[src/rtl/operand_forward_ctrl.sv]
// ID/EX operand register with MEM/WB result forwarding, load-use stall
// generation and protocol-violation detection for the EX stage.
module operand_forward_ctrl #(
  parameter int unsigned DW    = 16,
  parameter int unsigned AW    = 3,
  parameter int unsigned CNT_W = 16
) (
  input  logic             clk,
  input  logic             rst_n,
  input  logic             hold,
  input  logic             flush,
  input  logic             id_valid,
  input  logic [AW-1:0]    id_rs_a,
  input  logic [AW-1:0]    id_rs_b,
  input  logic             id_rd_a,
  input  logic             id_rd_b,
  input  logic [AW-1:0]    id_rd,
  input  logic             id_wr_en,
  input  logic             id_is_load,
  input  logic [DW-1:0]    id_opa,
  input  logic [DW-1:0]    id_opb,
  input  logic [DW-1:0]    mem_frwd_data,
  input  logic [DW-1:0]    wb_data,
  output logic             stall_id,
  output logic             ex_valid,
  output logic [AW-1:0]    ex_rd,
  output logic             ex_wr_en,
  output logic             ex_is_load,
  output logic [DW-1:0]    ex_opa,
  output logic [DW-1:0]    ex_opb,
  output logic [1:0]       fwd_sel_a,
  output logic [1:0]       fwd_sel_b,
  output logic             hazard_err,
  output logic [CNT_W-1:0] stall_cnt
);

  typedef enum logic [1:0] {
    SEL_RF  = 2'b00,
    SEL_MEM = 2'b01,
    SEL_WB  = 2'b10
  } fwd_sel_e;

  logic             r_ex_valid;
  logic [AW-1:0]    r_ex_rd;
  logic             r_ex_wr_en;
  logic             r_ex_is_load;
  logic [AW-1:0]    r_ex_rs_a;
  logic [AW-1:0]    r_ex_rs_b;
  logic             r_ex_rd_a;
  logic             r_ex_rd_b;
  logic [DW-1:0]    r_ex_opa;
  logic [DW-1:0]    r_ex_opb;
  logic             r_mem_valid;
  logic [AW-1:0]    r_mem_rd;
  logic             r_mem_wr_en;
  logic             r_mem_is_load;
  logic             r_wb_valid;
  logic [AW-1:0]    r_wb_rd;
  logic             r_wb_wr_en;
  logic             r_wb_is_load;
  logic             r_hazard_err;
  logic [CNT_W-1:0] r_stall_cnt;

  logic             w_stall;
  logic             w_bubble;
  logic             w_haz;
  logic [DW-1:0]    w_cap_a;
  logic [DW-1:0]    w_cap_b;
  fwd_sel_e         w_sel_a;
  fwd_sel_e         w_sel_b;
  logic [DW-1:0]    w_opa;
  logic [DW-1:0]    w_opb;

  assign w_stall = id_valid & ~flush & r_ex_valid & r_ex_wr_en & r_ex_is_load &
                   ((id_rd_a & (id_rs_a == r_ex_rd)) | (id_rd_b & (id_rs_b == r_ex_rd)));
  assign w_bubble = flush | w_stall;

  // Regfile returns the pre-write value when WB writes the register being read.
  assign w_cap_a = (r_wb_valid & r_wb_wr_en & id_rd_a & (id_rs_a == r_wb_rd)) ? wb_data : id_opa;
  assign w_cap_b = (r_wb_valid & r_wb_wr_en & id_rd_b & (id_rs_b == r_wb_rd)) ? wb_data : id_opb;

  assign w_haz = r_ex_valid & r_mem_valid & r_mem_wr_en & r_mem_is_load &
                 ((r_ex_rd_a & (r_mem_rd == r_ex_rs_a)) | (r_ex_rd_b & (r_mem_rd == r_ex_rs_b)));

  function automatic fwd_sel_e f_sel(input logic [AW-1:0] rs, input logic rdx);
    f_sel = SEL_RF;
    if (r_ex_valid && rdx) begin
      if (r_mem_valid && r_mem_wr_en && !r_mem_is_load && (r_mem_rd == rs))
        f_sel = SEL_MEM;
      else if (r_wb_valid && r_wb_wr_en && (r_wb_rd == rs))
        f_sel = SEL_WB;
    end
  endfunction

  always_comb begin
    w_sel_a = f_sel(r_ex_rs_a, r_ex_rd_a);
    w_sel_b = f_sel(r_ex_rs_b, r_ex_rd_b);
    case (w_sel_a)
      SEL_MEM: w_opa = mem_frwd_data;
      SEL_WB:  w_opa = wb_data;
      default: w_opa = r_ex_opa;
    endcase
    case (w_sel_b)
      SEL_MEM: w_opb = mem_frwd_data;
      SEL_WB:  w_opb = wb_data;
      default: w_opb = r_ex_opb;
    endcase
  end

  always_ff @(posedge clk or negedge rst_n) begin
    if (!rst_n) begin
      r_ex_valid    <= 1'b0;
      r_ex_rd       <= '0;
      r_ex_wr_en    <= 1'b0;
      r_ex_is_load  <= 1'b0;
      r_ex_rs_a     <= '0;
      r_ex_rs_b     <= '0;
      r_ex_rd_a     <= 1'b0;
      r_ex_rd_b     <= 1'b0;
      r_ex_opa      <= '0;
      r_ex_opb      <= '0;
      r_mem_valid   <= 1'b0;
      r_mem_rd      <= '0;
      r_mem_wr_en   <= 1'b0;
      r_mem_is_load <= 1'b0;
      r_wb_valid    <= 1'b0;
      r_wb_rd       <= '0;
      r_wb_wr_en    <= 1'b0;
      r_wb_is_load  <= 1'b0;
      r_hazard_err  <= 1'b0;
      r_stall_cnt   <= '0;
    end else if (!hold) begin
      r_wb_valid    <= r_mem_valid;
      r_wb_rd       <= r_mem_rd;
      r_wb_wr_en    <= r_mem_wr_en;
      r_wb_is_load  <= r_mem_is_load;
      r_mem_valid   <= r_ex_valid;
      r_mem_rd      <= r_ex_rd;
      r_mem_wr_en   <= r_ex_wr_en;
      r_mem_is_load <= r_ex_is_load;
      r_ex_valid    <= id_valid & ~w_bubble;
      r_ex_wr_en    <= id_wr_en & ~w_bubble;
      r_ex_rd       <= id_rd;
      r_ex_is_load  <= id_is_load;
      r_ex_rs_a     <= id_rs_a;
      r_ex_rs_b     <= id_rs_b;
      r_ex_rd_a     <= id_rd_a;
      r_ex_rd_b     <= id_rd_b;
      r_ex_opa      <= w_cap_a;
      r_ex_opb      <= w_cap_b;
      if (w_haz)
        r_hazard_err <= 1'b1;
      if (w_stall && (r_stall_cnt != '1))
        r_stall_cnt <= r_stall_cnt + 1'b1;
    end
  end

  assign stall_id   = w_stall;
  assign ex_valid   = r_ex_valid;
  assign ex_rd      = r_ex_rd;
  assign ex_wr_en   = r_ex_wr_en;
  assign ex_is_load = r_ex_is_load;
  assign ex_opa     = w_opa;
  assign ex_opb     = w_opb;
  assign fwd_sel_a  = w_sel_a;
  assign fwd_sel_b  = w_sel_b;
  assign hazard_err = r_hazard_err;
  assign stall_cnt  = r_stall_cnt;

endmodule

[config.mk]
export PLATFORM = sky130hd
export DESIGN_NAME = operand_forward_ctrl
export DESIGN_NICKNAME = d
export VERILOG_FILES = /design/src/rtl/operand_forward_ctrl.sv
export SDC_FILE = /design/constraint.sdc
export NUM_CORES = 1
export LEC_CHECK = 0
export ABC_AREA = 1
export BUFFER_PORTS_ARGS = -buffer_cell sky130_fd_sc_hd__buf_4
export CAP_MARGIN = 30
export CORE_MARGIN = 2
export CORE_UTILIZATION = 52
export DETAILED_ROUTE_END_ITERATION = 12
export PLACE_DENSITY = 0.77
export SKIP_LAST_GASP = 1
export SYNTH_ARGS = -nofsm -noshare
export SYNTH_HDL_FRONTEND = slang
export SYNTH_SLANG_ARGS = --single-unit
[constraint.sdc]
create_clock -name clk -period 3.2 [get_ports clk]
set_clock_uncertainty 0.2 [all_clocks]
set_input_delay 0.64 -clock clk [delete_from_list [all_inputs] [get_ports clk]]
set_output_delay 0.64 -clock clk [all_outputs]
set_load 0.02 [all_outputs]
======== Word level (Yosys, flattened, before mapping) ========
Cells that the tools add are included.
word-level totals
  input bits .............................. 82
  output and inout port bits .............. 60
  word-level logic and storage cells ...... 82
  flip-flop bits (word level) ............. 74
cells by class
  $add $sub $neg .......................... 1
  bitwise gates (word level) .............. 26
  multiplexer cells ....................... 10
  eq/ne operators ......................... 13
  reduce and logical (&&, ||, !) cells .... 13
operators by type and width
  operator                                                               number
  16-bit case mux with 2 select lines                                    2
  16-bit 2-to-1 mux                                                      2
  3-bit equality test                                                    8
  1-bit bitwise AND                                                      20
  16-bit by 1-bit adder with 16-bit output, second input constant        1
  16-bit != test, second input constant                                  1
  2-bit 2-to-1 mux                                                       6
  1-bit logical AND                                                      10
  2-bit by 1-bit equality test with 1-bit output, second input constant  2
  2-bit equality test, second input constant                             2
  2-bit AND reduction                                                    2
  1-bit inverter                                                         3
  1-bit OR                                                               3
  1-bit zero test                                                        1

======== Logic depth before layout (Yosys ltp) ========
Gate-level depths: netlist (run 1).
  word-level depth ........................ 9
  depth in mapped cells ................... 13
  depth with buffers taken out ............ 11

======== Least setup slack after synthesis (run 1) ========
Ideal clock, no wire load.
  path kind ............................... register to output
  start ................................... register r_mem_rd[0]
  end ..................................... output port ex_opb[0]
  buffers on the path ..................... 2
  required time ........................... 2.360 ns
  cell stages (with the launch flop) ...... 13
  data arrival time ....................... 2.525 ns
  slack ................................... -0.165 ns
  path through ............................ dfrtp_1 > xnor2_1 > nand3_1 > nor2_1 > inv_1 > nor2_1 > inv_1 > ha_1 > clkbuf_1 > inv_1 > clkbuf_1 > nor2_1 > a21oi_1
between the ends
  word-level cells in the longest chain between the ends .. 6
  elaborated cells between the ends (all ways) .. 7
  those cells by class .................... eq/ne (3); mux (3); reduce/logical (1)
ends and longest elaborated chain
  what                                                                                   line  source
  start: declaration                                                                     54    logic [AW-1:0] r_mem_rd;
  start signal: assignment                                                               138   r_mem_rd <= r_ex_rd;
  3-bit equality test (*)                                                                88    if (r_mem_valid && r_mem_wr_en && !r_mem_is_load && (r_mem_rd == rs))
  1-bit logical AND (*)                                                                  88
  2-bit 2-to-1 mux (*)                                                                   88
  2-bit 2-to-1 mux (*)                                                                   87    if (r_ex_valid && rdx) begin
  named net fwd_sel_b[0]                                                                 32    output logic [1:0] fwd_sel_b,
  2-bit equality test or 2-bit by 1-bit equality test with 1-bit output (tied branches)  103   case (w_sel_b)
  16-bit case mux with 2 select lines (*)                                                103
  end: declaration                                                                       30    output logic [DW-1:0] ex_opb,
The timed path passes the listed nets; every way through them passes the cells marked *.

======== Worst setup path after layout (run 1) ========
  start ................................... register r_mem_rd[0]
  end ..................................... output port ex_opb[14]
between the ends
  word-level cells in the longest chain between the ends .. 6
  elaborated cells between the ends (all ways) .. 7
  those cells by class .................... eq/ne (3); mux (3); reduce/logical (1)
ends and longest elaborated chain
  what                                                                                   line
  3-bit equality test (*)                                                                88
  1-bit logical AND (*)                                                                  88
  2-bit 2-to-1 mux (*)                                                                   88
  2-bit 2-to-1 mux (*)                                                                   87
  2-bit equality test or 2-bit by 1-bit equality test with 1-bit output (tied branches)  103
  16-bit case mux with 2 select lines (*)                                                103
Mark *: on every way between the ends. The rest lies on a longest branch, timed or not.

==> results_dict.tcl, run 1 <==
set metrics [dict create \
    status "complete, but fails checks" \
    failed_checks "negative setup slack" \
    seq_area_frac_synth 0.392 \
    grt_pass1_vias 4756 \
    gp_congestion 0.951 \
    finalWirelength_mm 15.3 \
    power_density_nw_per_um2 374 \
    nets 902 \
    ys_seq_elements 74 \
    overflow 0 \
    dieHeight_um 99.3 \
    dp_hpwl_mm 10.5 \
    tightest_slew_ns 0.797 \
    mappedNetlistArea_um2 4730 \
    yosysTopAreaCellShare 0.392 \
    ir_drop_uv 185 \
    die_w_um 99.3 \
    regToRegSetupSlack_ns 0.90 \
    path_class "reg -> out" \
    synth.area.top_cells "dfrtp_1 (39%), nand2_1 (16%), inv_1 (6.3%)" \
    netlist_instances 676 \
    crit_arrival_ns 2.46 \
    grt_setup_unrepaired "true" \
    clkSinkCount 74 \
    max_freq_mhz 303 \
    end_kind "primary output" \
    ys_types 31 \
    setup_ws_ns -0.105 \
    yosys.area.top_type "dfrtp_1" \
    syn_area_per_cell_um2 6.99 \
    drt-pass1-iter-count 6 \
    crit_path_max_fanout 8 \
    drive_gt1_frac 0.328 \
    stdcell_count 928 \
    hold_viol 0 \
    initial_core_util 0.539 \
    cts_made_buffers 9 \
    hold_path_class "in -> reg" \
    clkLatencyLatePin_ns 0.36 \
    final_common_cell "nand2_1" \
    tritoncts "built" \
    total_power_mw 2.46 \
    grt_usage 0.297 \
    min_period_ns 3.30 \
    routedWlPerCell_um 16.5 \
    setup_viol 18 \
    ios 142 \
    start_kind "register" \
    clk_path_buf_depth 2 \
    maxSlewHeadroom 0.469 \
    route.vias.total 5150 \
    drv_slew 0 \
    final_cell_mix "nand2_1 (195), buf_4 (147), inv_1 (72)" \
    grt_antenna_before_repair 0 \
    detail-route-antenna-nets 0 \
    syn_nets 763 \
    dpl_cell_area_um2 5840 \
    fin_area_um2 6580 \
    p_leak_nw 3.30 \
    cap_violations 0 \
    syn_to_final_growth_pct 39.3 \
    grt_max_degree 86 \
    first_iter_violations 306 \
    core-area_um2 8760 \
    num_rows 34 \
    antenna_cells 0 \
    cts_max_level 3 \
    grt_pass1_wl_mm 23.5 \
    yosys_warnings 0 \
    pre_cts_ws_ns 0.221 \
    required_ns 2.36 \
    cts_root_buffer "clkbuf_8" \
    fin_crit_sh 1.03 \
    path_clk_slew_ns 0.09 \
    viasPerCell 5.55 \
    dp_cells 897 \
    drc 0 \
    die_area_um2 9870 \
    num-fill-cells 664 \
    portBuffers 141 \
]
timing repair:
| item | in CTS | in global routing |
|---|---|---|
| pin swaps | 6 | 21 |
| hold endpoints to repair | 0 | 1 |
| resized for setup | 22 | 69 |
| hold buffers | 0 | 1 |
| setup buffers | 3 | 6 |
| setup endpoints to repair | 32 | 32 |
| cloned | 1 | 3 |
logic make-up after synthesis:
group | synth area share
AOI/OAI and AO/OA | 0.135
xor gates and xnor gates | 0.0593
DFF | 0.392
buffers and inverters | 0.104
and+or+nand+nor | 0.297
adders and majority gates | 0.0132
sequential cells by signal, summed over array words and instances (netlist names):
register / flops
ex_is_load: 1
ex_rd: 3
ex_valid: 1
ex_wr_en: 1
hazard_err: 1
r_ex_opa: 16
r_ex_opb: 16
r_ex_rd_a: 1
r_ex_rd_b: 1
r_ex_rs_a: 3
r_ex_rs_b: 3
r_mem_is_load: 1
r_mem_rd: 3
r_mem_valid: 1
r_mem_wr_en: 1
r_wb_rd: 3
r_wb_valid: 1
r_wb_wr_en: 1
stall_cnt: 16
routing by layer:
layer  part of all wire  up-vias  GRT usage
li1                   -     2437          -
met1               0.40     2391      0.397
met2               0.47      274      0.480
met3              0.089       48     0.0639
met4              0.037        0      0.103
met5                  0        -          0
layout make-up:
| cell class | count | area [um^2] | share of cell area |
|---|---|---|---|
| clock buffers | 10 | 138 | 0.0209 |
| clock inverters | 6 | 72.6 | 0.0110 |
| inverters | 80 | 305 | 0.0464 |
| multi-input cells | 485 | 2690 | 0.409 |
| flip-flops and latches | 74 | 1870 | 0.283 |
| well taps | 108 | 135 | 0.0205 |
| repair buffers | 165 | 1380 | 0.209 |
power by group:
group / switching [mW] / internal, mW / leakage (nW)
Clock: 0.390 / 0.391 / 0.104
Combinational: 0.338 / 0.273 / 2.29
Sequential: 0.0664 / 1.01 / 0.904
synth_stat cells, drive strengths merged:
cell / n
a21oi: 48
a22oi: 16
a31oi: 16
buf: 19
clkbuf: 18
dfrtp: 74
ha: 5
inv: 80
nand2: 200
nand3: 60
nand4: 3
nor2: 65
nor3: 2
nor4: 2
nor4b: 1
o21ai: 32
o22ai: 3
xnor2: 14
xor2: 18
worst paths after layout:
check                                  from      endpoint  depth (start not counted)
worst max-delay path            r_mem_rd[0]    ex_opb[14]                         11
worst min-delay path               id_rd[2]      ex_rd[2]                          3
worst max register to register   r_wb_rd[2]  r_ex_opa[12]                          7
worst min register to register   hazard_err    hazard_err                          2
max in group asynchronous             rst_n    r_wb_rd[1]                          3
min in group asynchronous             rst_n    ex_is_load                          2
critical path: stages, from the launching register on:
cell	delay, ns
dfrtp_2	0.47
xnor2_2	0.19
nand3_1	0.12
nor2_1	0.12
inv_1	0.08
nor2_2	0.15
inv_2	0.07
ha_4	0.32
buf_8	0.15
a21oi_1	0.06
a21oi_2	0.20
buf_4	0.17
metrics by stage:
step / util / TNS (ns) / hold slack [ns]
floorplan: - / 0 / 0.144
global placement: 0.666 / 0 / 0.255
detailed placement: 0.666 / 0 / 0.263
CTS: 0.707 / -0.115 / 0.248
global route: 0.751 / -3.37 / 0.277
finish: 0.751 / -0.680 / 0.280
No activity file was read; power rests on OpenSTA's default activity.
==> run 2: changes to the inputs <==
--- a/config.mk
+++ b/config.mk
@@ -5,11 +5,9 @@
 export SDC_FILE = /design/constraint.sdc
 export NUM_CORES = 1
 export LEC_CHECK = 0
-export ABC_AREA = 1
 export BUFFER_PORTS_ARGS = -buffer_cell sky130_fd_sc_hd__buf_4
-export CAP_MARGIN = 30
 export CORE_MARGIN = 2
-export CORE_UTILIZATION = 52
+export CORE_UTILIZATION = 51
 export DETAILED_ROUTE_END_ITERATION = 12
 export PLACE_DENSITY = 0.77
 export SKIP_LAST_GASP = 1
==> results_dict.tcl, run 2 <==
set metrics [dict create \
    finalWirelength_mm 13.8 \
    syn_nets 528 \
    synth-edff-count 0 \
    synth-adder-area-share 0.0147 \
    syn_area_per_cell_um2 9.64 \
    drt-pass1-iter-count 7 \
    gp_congestion 0.825 \
    clkSinkCount 74 \
    power_density_nw_per_um2 357 \
    detail-route-antenna-nets 0 \
    netlist_instances 441 \
    die_w_um 95.3 \
    synth.mux.area_fraction 0.139 \
    seq_area_frac_synth 0.436 \
    cap_violations 0 \
    cts_max_level 3 \
    routedWlPerCell_um 19.5 \
    ys_seq_elements 74 \
    setup_ws_ns -0.144 \
    drc 0 \
    grt_setup_unrepaired "true" \
    grt_antenna_before_repair 0 \
    antenna_cells 0 \
    synth_compound_area_frac 0.147 \
    cts_made_buffers 9 \
    grt_max_degree 92 \
    overflow 0 \
    yosys.area.top_type "dfrtp_1" \
    failed_checks "negative setup slack" \
    critPathMostFrequentCell "buf_6" \
    synth.area.top_cells "dfrtp_1 (44%), mux2i_1 (7.5%), nand2_1 (6.4%)" \
    cts_root_buffer "clkbuf_8" \
    grt_usage 0.289 \
    end_kind "primary output" \
    synthSimpleGateAreaFrac 0.140 \
    required_ns 2.36 \
    yosysTopAreaCellShare 0.436 \
    start_kind "register" \
    hold_path_class "in -> async" \
    critPathMaxStageDelay_ns 0.57 \
    ir_drop_uv 283 \
    core-area_um2 8130 \
    r2r_cells 5 \
    initial_core_util 0.523 \
    tritoncts "built" \
    tightest_slew_ns 0.938 \
    cts_hold_buf 0 \
    drv_slew 0 \
    route.vias.total 4132 \
    viasPerCell 5.82 \
    status "complete, but fails checks" \
    cp_cell_sequence "buf_6, xor2_1, or4_4, ha_4, buf_6, a22oi_1, o21ai_2, buf_4" \
    cpMaxStageDelayCell "or4_4" \
    ys.flop_type "dfrtp_1" \
    grt_pass1_wl_mm 20.2 \
    fin_crit_sh 1.05 \
    final_cell_mix "buf_4 (140), dfrtp_1 (69), nand2_1 (53)" \
    die_area_um2 9080 \
    path_class "reg -> out" \
    num_rows 33 \
    dp_hpwl_mm 7.96 \
    maxSlewHeadroom 0.374 \
    synth.most_common_cell "dfrtp_1" \
    synth-xor-area-share 0.0783 \
    mappedNetlistArea_um2 4250 \
    min_period_ns 3.34 \
    nets 687 \
    pre_cts_ws_ns -0.0307 \
    setup_viol 32 \
    regArea_um2 1860 \
    hold_viol 0 \
    yosys_warnings 0 \
    multi_input_area_um2 2780 \
    clkLatencyLatePin_ns 0.34 \
    path_clk_slew_ns 0.08 \
    crit_arrival_ns 2.50 \
    whs_ns 0.228 \
    grt_pass1_vias 4087 \
    ios 142 \
    max_freq_mhz 299 \
    dieHeight_um 95.3 \
    final_common_cell "buf_4" \
    num-fill-cells 480 \
    crit_path_max_fanout 8 \
    syn_to_final_growth_pct 55.6 \
    drive_gt1_frac 0.542 \
    clk_path_buf_depth 2 \
    synth_common_cells "dfrtp_1 (74), nand2_1 (72), o21ai_0 (45), a22oi_1 (32), mux2i_1 (32)" \
    first_iter_violations 190 \
    portBuffers 141 \
    postSynth.asyncResetShare 1.00 \
    ys_types 34 \
    synth_top_family_by_area "compound AO/OA/AOI/OAI gates" \
    p_leak_nw 2.87 \
]
[run 2: changes by cell type in the layout (fill, tap and decap cells not counted), sizes merged, moves of 32 or more]
cell	delta
nor2	-57
o21ai	+33
nand2	-128
inv	-72
mux2i	+32
nand3	-47
a21oi	-47
[run 2: worst paths after layout]
check	from	slack, ns	to
max in group asynchronous	rst_n	1.89	r_wb_rd[1]
max reg2reg	stall_cnt[0]	0.63	stall_cnt[1]
min in group clk	r_ex_opb[2]	0.29	r_ex_opb[2]
max	r_wb_rd[0]	-0.14	ex_opb[15]
min reg2reg	r_ex_opb[2]	0.29	r_ex_opb[2]
min	rst_n	0.23	r_ex_opb[2]
[run 2: layout make-up]
type / instances / area share
repair buffers: 179 / 0.246
flip-flops and latches: 74 / 0.281
multi-input cells: 325 / 0.421
inverters: 11 / 0.00700
clock inverters: 7 / 0.00700
well taps: 105 / 0.0199
clock buffers: 9 / 0.0187
[run 2: per-layer routing]
layer,up-vias,wire length [um],global-route usage
met5,-,0,0
met4,0,318,0.130
met3,34,901,0.0427
met2,178,7130,0.488
met1,2032,5470,0.368
li1,1888,-,-
[run 2: cell families after synthesis]
family                   count (synthesis)
AND/OR/NAND/NOR                        121
AO/OA/AOI/OAI                          105
flip-flops                              74
multiplexers                            56
buffers and inverters                   42
XOR/XNOR                                38
adder cells (fa/ha/maj)                  5
[run 2: timing repair]
action,in CTS,in global routing
endpoints found under the setup margin,32,32
pin swaps,22,17
resized for setup,125,35
gates cloned,4,2
setup buffers,15,7
[run 2: stage by stage]
| stage | util | cells | power, mW | cell area (um^2) | setup TNS, ns |
|---|---|---|---|---|---|
| floorplan | - | 441 | 1.37 | 4330 | -0.956 |
| global placement | 0.674 | 666 | 1.59 | 5480 | 0 |
| detailed placement | 0.674 | 666 | 1.61 | 5480 | -0.0610 |
| CTS | 0.783 | 701 | 2.33 | 6370 | -2.93 |
| global route | 0.813 | 710 | 2.46 | 6610 | -5.54 |
| finish | 0.813 | 710 | 2.36 | 6610 | -3.17 |
[run 2: critical path: cells and delay by family (launching register included)]
family | cells | cell delay [ns]
and+or+nand+nor | 1 | 0.57
buffers and inverters | 3 | 0.46
DFF | 1 | 0.46
AOI/OAI and AO/OA | 2 | 0.29
adders and majority gates | 1 | 0.22
xor gates and xnor gates | 1 | 0.17
[run 2: where the power goes]
part / leakage, nW / total (mW) / internal [mW] / switching (mW)
logic: 1.88 / 0.625 / 0.318 / 0.308
registers: 0.912 / 1.10 / 1.01 / 0.0882
clock network: 0.0810 / 0.632 / 0.278 / 0.354
total: 2.87 / 2.36 / 1.61 / 0.750
==> run 3: changes to the inputs <==
--- a/config.mk
+++ b/config.mk
@@ -6,6 +6,7 @@
 export NUM_CORES = 1
 export LEC_CHECK = 0
 export BUFFER_PORTS_ARGS = -buffer_cell sky130_fd_sc_hd__buf_4
+export CORE_ASPECT_RATIO = 1.5
 export CORE_MARGIN = 2
 export CORE_UTILIZATION = 51
 export DETAILED_ROUTE_END_ITERATION = 12
==> results_dict.tcl, run 3 (synthesis results as in run 2) <==
set metrics [dict create \
    detail-route-antenna-nets 0 \
    end_kind "primary output" \
    drt-pass1-iter-count 4 \
    cts_max_level 3 \
    required_ns 2.36 \
    grt_max_degree 92 \
    die_area_um2 9100 \
    start_kind "register" \
    portBuffers 141 \
    r2r_end "stall_cnt[1]" \
    nets 675 \
    die_w_um 78.5 \
    crit_arrival_ns 2.46 \
    reg2reg_from "stall_cnt[0]" \
    grt_usage 0.279 \
    dp_hpwl_mm 8.20 \
    power_density_nw_per_um2 415 \
    clkSinkCount 74 \
    first_iter_violations 134 \
    crit_buf_inv 3 \
    grt_antenna_before_repair 0 \
    status "complete, but fails checks" \
    failed_checks "negative setup slack" \
    path_class "reg -> out" \
    clk_path_buf_depth 2 \
    core-area_um2 8060 \
    maxSlewHeadroom 0.363 \
    setup_ws_ns -0.0973 \
    ios 142 \
    tritoncts "built" \
    total_power_mw 2.73 \
    r2r_cells 5 \
    overflow 0 \
    whs_ns 0.241 \
    num-fill-cells 491 \
    viasPerCell 5.83 \
    hold_path_class "in -> async" \
    cap_violations 0 \
    cts_hold_buf 0 \
    regToRegSetupSlack_ns 0.52 \
    max_freq_mhz 303 \
    ir_drop_uv 500 \
    p_leak_nw 2.86 \
    cts_made_buffers 9 \
    grt_pass1_vias 3996 \
    num_rows 40 \
    grt_setup_unrepaired "true" \
    min_period_ns 3.30 \
    path_clk_slew_ns 0.06 \
    final_cell_mix "buf_4 (131), dfrtp_1 (71), nand2_1 (58)" \
    drc 0 \
    initial_core_util 0.527 \
    drive_gt1_frac 0.513 \
    critPathMaxStageDelay_ns 0.47 \
    gp_congestion 0.842 \
    crit_path_max_fanout 8 \
    cts_root_buffer "clkbuf_16" \
    syn_to_final_growth_pct 54.7 \
    setup_viol 29 \
    route.vias.total 4070 \
    grt_pass1_wl_mm 19.7 \
    drv_slew 0 \
    dieHeight_um 116 \
    path_delay_family "simple AND/OR/NAND/NOR gates" \
    cp_cell_sequence "xnor2_2, nand3_2, nor3_4, or4_4, inv_4, ha_4, clkbuf_16, o21ai_1, buf_4" \
    hold_viol 0 \
    final_common_cell "buf_4" \
    fin_crit_sh 1.03 \
    routedWlPerCell_um 19.8 \
    cpMaxStageDelayCell "or4_4" \
    finalWirelength_mm 13.8 \
    antenna_cells 0 \
    tightest_slew_ns 0.955 \
    clkLatencyLatePin_ns 0.34 \
]
-- run 3: cell type report --
type                    instances  area [um^2]  area share
inverters                      11         46.3     0.00704
multi-input cells             325         2720       0.413
clock inverters                 4         50.0     0.00761
well taps                     105          131      0.0200
repair buffers                167         1520       0.231
flip-flops and latches         74         1860       0.282
clock buffers                  12          256      0.0390
-- run 3: what timing repair did --
item                                    4_1_cts  5_1_grt
gates resized for setup                      53       78
cloned                                        2        4
setup buffers                                 5        6
endpoints found under the setup margin       32       32
pin swaps                                     5       25
-- run 3: through the flow --
stage	TNS [ns]	setup slack [ns]	cell area, um^2	cells	utilization
finish	-0.918	-0.0973	6580	698	0.816
global route	-2.89	-0.148	6580	698	0.816
CTS	-1.43	-0.0618	6050	688	0.751
detailed placement	0	0.0527	5490	665	0.681
global placement	0	0.118	5490	665	0.681
floorplan	-0.956	-0.121	4330	441	-
-- run 3: worst max path at each step --
stage                       from         end  slack, ns  cells after the start
floorplan            r_mem_rd[2]  ex_opa[13]      -0.12                      8
global placement     r_mem_rd[0]  ex_opb[11]       0.12                      8
detailed placement  r_ex_rs_a[2]   ex_opa[4]       0.05                      9
CTS                  r_mem_rd[0]  ex_opb[11]      -0.06                     10
global route         r_mem_rd[0]   ex_opa[8]      -0.15                     10
finish              r_ex_rs_b[2]  ex_opb[15]       -0.1                      9
-- run 3: power breakdown --
group	internal, mW	leakage, nW	switching [mW]
clock	0.645	0.145	0.386
sequential	1.02	0.914	0.0870
combinational	0.301	1.80	0.293
total	1.96	2.86	0.766
-- run 3: per-layer routing --
metal  vias to the layer above  GRT usage  part of all wire
li1                       1862          -                 -
met1                      1974      0.321              0.35
met2                       184      0.499              0.54
met3                        50     0.0436             0.062
met4                         0      0.145             0.045
met5                         -          0                 0
